<file path="src/rtl/layer_output_serializer_pkg.sv">
// Shared definitions for the layer-to-layer output serializer.
//   state_e   : FSM state encoding (IDLE=0, SHIFT=1)
//   cnt_width : word-counter width for a given neuron count, never below 1
package layer_output_serializer_pkg;

  typedef enum logic {
    StIdle  = 1'b0,
    StShift = 1'b1
  } state_e;

  // A single neuron still needs a 1-bit counter so the declaration stays legal.
  function automatic int unsigned cnt_width(input int unsigned num_neuron);
    return (num_neuron <= 1) ? 1 : $clog2(num_neuron);
  endfunction

endpackage

</file>
<file path="src/rtl/layer_output_serializer.sv">
// Layer output serializer.
// Captures the parallel outputs of one neuron layer when their outvalid strobes
// fire and replays them one word per cycle to the next layer's myinput port.
// Ports:
//   clk, rst        : clock, synchronous active-high reset
//   i_data          : concatenated neuron outputs, neuron k at [k*dataWidth +: dataWidth]
//   i_valid         : per-neuron outvalid strobes; bit 0 is the capture reference
//   o_data          : serialized word (qualify with o_valid)
//   o_valid         : next layer's myinputValid
//   o_busy          : high while streaming
//   o_err_mismatch  : sticky, strobes not all equal in some cycle
//   o_err_overrun   : sticky, capture request dropped mid-stream
module layer_output_serializer
  import layer_output_serializer_pkg::*;
#(
  parameter int unsigned numNeuron = 30,
  parameter int unsigned dataWidth = 16
) (
  input  logic                           clk,
  input  logic                           rst,
  input  logic [numNeuron*dataWidth-1:0] i_data,
  input  logic [numNeuron-1:0]           i_valid,
  output logic [dataWidth-1:0]           o_data,
  output logic                           o_valid,
  output logic                           o_busy,
  output logic                           o_err_mismatch,
  output logic                           o_err_overrun
);

  localparam int unsigned    CntW    = cnt_width(numNeuron);
  localparam logic [CntW-1:0] LastCnt = CntW'(numNeuron - 1);

  state_e               state_q;
  logic [CntW-1:0]      cnt_q;
  logic [dataWidth-1:0] buf_q [numNeuron];

  logic            cap_req;
  logic            strobe_mismatch;
  logic            last_word;
  logic            accept;
  logic [CntW-1:0] cnt_inc;

  assign cap_req         = i_valid[0];
  // Any mix of set and clear strobes, whether or not neuron 0 is among the set ones.
  assign strobe_mismatch = (i_valid != '0) && (i_valid != '1);
  assign last_word       = (cnt_q == LastCnt);
  // A capture in the final SHIFT cycle chains straight into the next stream.
  assign accept          = cap_req && ((state_q == StIdle) || last_word);
  assign cnt_inc         = cnt_q + CntW'(1);

  always_ff @(posedge clk) begin
    if (rst) begin
      state_q        <= StIdle;
      cnt_q          <= '0;
      o_data         <= '0;
      o_valid        <= 1'b0;
      o_busy         <= 1'b0;
      o_err_mismatch <= 1'b0;
      o_err_overrun  <= 1'b0;
    end else begin
      if (strobe_mismatch) begin
        o_err_mismatch <= 1'b1;
      end
      if (cap_req && (state_q == StShift) && !last_word) begin
        o_err_overrun <= 1'b1;
      end

      if (accept) begin
        for (int unsigned k = 0; k < numNeuron; k++) begin
          buf_q[k] <= i_data[k*dataWidth +: dataWidth];
        end
        cnt_q   <= '0;
        o_data  <= i_data[dataWidth-1:0];
        o_valid <= 1'b1;
        o_busy  <= 1'b1;
        state_q <= StShift;
      end else if (state_q == StShift) begin
        if (!last_word) begin
          cnt_q  <= cnt_inc;
          o_data <= buf_q[cnt_inc];
        end else begin
          // o_data keeps its last word; o_valid drop marks it stale.
          o_valid <= 1'b0;
          o_busy  <= 1'b0;
          state_q <= StIdle;
        end
      end
    end
  end

endmodule

</file>
<file path="config.mk">
export PLATFORM = sky130hd
export DESIGN_NAME = layer_output_serializer
export DESIGN_NICKNAME = d
export VERILOG_FILES = /design/src/rtl/layer_output_serializer_pkg.sv /design/src/rtl/layer_output_serializer.sv
export SDC_FILE = /design/constraint.sdc
export NUM_CORES = 1
export LEC_CHECK = 0
export ABC_CLOCK_PERIOD_IN_PS = 24800
export CAP_MARGIN = 40
export CORE_AREA = 3 3 243 245
export CTS_BUF_LIST = sky130_fd_sc_hd__clkbuf_2 sky130_fd_sc_hd__clkbuf_4 sky130_fd_sc_hd__clkbuf_8
export CTS_CLUSTER_DIAMETER = 50
export DETAILED_ROUTE_END_ITERATION = 8
export DIE_AREA = 0 0 246 248
export PLACE_DENSITY = 0.59
export SKIP_LAST_GASP = 1
export SYNTH_ARGS = -nofsm -noshare
export SYNTH_HDL_FRONTEND = slang
export SYNTH_SLANG_ARGS = --single-unit
</file>
<file path="constraint.sdc">
create_clock -name clk -period 24.8 [get_ports clk]
set_input_delay 4.96 -clock clk [delete_from_list [all_inputs] [get_ports clk]]
set_output_delay 4.96 -clock clk [all_outputs]
set_load 0.02 [all_outputs]
</file>
==> out/qor.json <==
{
  "global_routing": {
    "global_route.overflow_total": 0,
    "global_route.usage.total_pct": 18.5,
    "global_route_wire_length_before_repair_mm": 80.9,
    "grt_antenna_before_repair": 15,
    "largest_net_degree_at_the_start_of_global_routing": 209,
    "first_global_vias": 12600
  },
  "timing": {
    "setup-tns-final_ps": 0,
    "setup_viol_count_final": 0,
    "max_clock_freq_mhz": 122,
    "min_period_over_period_pct": 33.1,
    "skew_ps": 37.3,
    "timing.slew.headroom_pct": 13.9,
    "finalHoldWorstSlack_ps": 456,
    "final.min_clock_period_ps": 8200,
    "worst_margin_slew_ps": 1290,
    "final_hold_viol_count": 0,
    "setup_repair_after_global_routing_missed_its_margin": "false",
    "report.final.slew_viol_count": 0
  },
  "clock_network": {
    "clock_insertion_delay_at_the_later_pin_of_the_skew_report_ps": 660,
    "cts_sinks": 505,
    "h-tree-depth": 3,
    "post_cts.repair.setup_buffers": 0,
    "ctsResizeCount": 0,
    "clk_path_buf_depth": 3,
    "cts_tree": "yes",
    "clk_transition_reported_paths_ps": 50,
    "cts-root-buf": "clkbuf_8",
    "tritoncts.num_buffers": 92,
    "cts-hold-fix-buffers": 0
  },
  "logic_synthesis": {
    "syn_avg_cell_area_um2": 20.4,
    "synth_sequential_area_ratio_pct": 74.9,
    "synthCells": 975,
    "synth.lib_cells_used.distinct": 52,
    "cell_taking_the_most_area_after_synthesis": "edfxtp_1",
    "synth.area.top_cells": "edfxtp_1 (72%), mux4_2 (12%), dfxtp_1 (2.5%)",
    "synth_edf_count": 480,
    "synth-async-reset-ratio_pct": 0,
    "yosysWarnings": 0,
    "synth_area_um2": 19900,
    "yosysTopAreaCellShare_pct": 72.4,
    "synth-seq-cells": 505,
    "synthesized_net_count": 1489,
    "synthFlopType": "edfxtp_1"
  },
  "placement": {
    "post-dp-hpwl_mm": 42.1,
    "buffer_ports.inserted": 531,
    "gp_congestion": 0.809
  },
  "run": {
    "cap_viol_max_count": 0
  },
  "die": {
    "dieHeight_um": 248,
    "std_cell_rows": 88,
    "floorplan.die_area_um2": 61000,
    "io_pins": 532,
    "fp.coreArea_um2": 57400,
    "floorplan.die.width_um": 246,
    "initial_core_util_pct": 34.7
  },
  "layout": {
    "final_common_cell": "clkdlybuf4s50_1",
    "final_layout_size_suffix_gt1_share_pct": 18.2,
    "finalNetCount": 2081,
    "most_used_cells_in_the_layout_excluding_fill_and_tap_cells": "clkdlybuf4s50_1 (530), edfxtp_1 (480), mux4_2 (102)",
    "flow.area_growth_from_synthesis_pct": 41.2,
    "final.fill_count": 4788
  },
  "setup_path": {
    "reg2reg_depth": 7,
    "worst_setup_slack_for_register_to_register_paths_ps": 19950,
    "worstSetupPathType": "in2reg",
    "critPathMaxFanout": 208,
    "critPathLaunchType": "primary input",
    "worst_path_most_repeated_cell": "buf_12",
    "worst_path_required_time_ps": 25070,
    "cpMaxStageDelayCell": "buf_12",
    "series_of_cell_instances_along_the_critical_path": "clkdlybuf4s50_1 > buf_4 > nand2b_1 > nor2_4 > buf_12 > buf_12 > buf_12",
    "critical_path.endpoint_type": "flop",
    "worst_path_dominant_cell_family": "buffers and inverters",
    "cp_max_stage_delay_ps": 660,
    "worst-endpoint-arrival_ps": 8470,
    "worst-path-stages": 7,
    "critPathBufInv": 5
  },
  "routing": {
    "vias_per_cell": 4.83,
    "met1Wirelength_mm": 23.0,
    "remaining_drc_errors": 0,
    "top_layer_used": "met5",
    "route.vias.total": 11700,
    "drtPass1Iterations": 5,
    "initialDrtViolationCount": 773,
    "met2_wirelength_mm": 29.0,
    "met3WireLength_mm": 4.09,
    "wl_per_cell_um": 23.9,
    "route.final.wire_length_mm": 57.7,
    "ant_nets": 0
  },
  "hold_path": {
    "hold_class": "reg2reg",
    "holdPathStages": 2
  },
  "pwr": {
    "cellLeakagePower_nw": 9.29,
    "vdd.ir_drop.worst_mv": 0.0391,
    "power-per-cell-area_nw_per_um2": 70.8
  },
  "run_status": {
    "status": "finished clean"
  }
}
[area by class of cell]
class	instances	area (um2)	area share, %
timing repair buffer	554	5670	20.2
clock buffer	132	1600	5.69
tap	765	957	3.41
multi-input combinational	409	4610	16.4
antenna	12	30.0	0.107
clock inverter	34	302	1.07
inverter	5	18.8	0.0668
sequential	505	14900	53.1
[metrics by stage]
step           power (W)  area, um2  worst slack (ps)  util [%]  cells
6_report         0.00199      28100             16600      49.0   2416
5_1_grt          0.00207      28100             16470      49.0   2414
4_1_cts          0.00202      28100             16820      48.9   2404
3_5_place_dp     0.00121      26200             16080      45.6   2238
3_3_place_gp     0.00120      25900             15840      45.2   2228
2_1_floorplan    0.00110      19900              6170         -    975
[cell families after synthesis]
| family | Yosys count | synth area share (%) |
|---|---|---|
| buffers and inverters | 61 | 2.16 |
| AOI/OAI and AO/OA | 92 | 3.51 |
| adders and majority gates | 2 | 0.126 |
| and+or+nand+nor | 148 | 3.36 |
| DFF | 505 | 74.9 |
| muxes | 161 | 15.5 |
| xor gates and xnor gates | 6 | 0.396 |
[power breakdown]
group	leakage [nW]	internal [W]	switching (W)
logic	3.66	0.000121	0.0000799
clock network	0.988	0.000459	0.000344
registers	4.65	0.000975	0.00000924
total	9.29	0.00155	0.000433
[per-layer routing]
layer	GRT usage, %	up-vias
met2	31.0	453
met3	5.10	95
li1	-	5269
met4	7.38	8
met1	22.8	5846
met5	0	-
[synth_stat cells, types with 12 or more instances]
master    count
nor2_1       30
clkbuf_1     13
o21ai_0      23
mux4_1       12
mux4_2      102
mux2i_1      45
buf_6        12
nand2_1      73
buf_2        16
dfxtp_1      25
edfxtp_1    480
[worst register-to-register path, stage by stage (launching register included)]
cell and delay [ps]:
dfxtp_1 710, nand4_1 360, nand2_1 530, nand2b_1 400, nor2_4 340, buf_12 250
buf_12 670, buf_12 960
[flip-flops by register name, indices dropped and copies added, names as in the netlist]
register / count
o_busy: 1
state_q: 1
o_data: 16
o_err_overrun: 1
buf_q: 480
cnt_q: 5
o_err_mismatch: 1
[worst paths after layout]
path | startpoint | endpoint
hold reg to reg | o_err_mismatch | o_err_mismatch
setup reg to reg | cnt_q[3] | buf_q[9][9]
hold / removal | o_err_mismatch | o_err_mismatch
setup / recovery | rst | buf_q[9][9]
No activity file was read; power rests on OpenSTA's default activity.
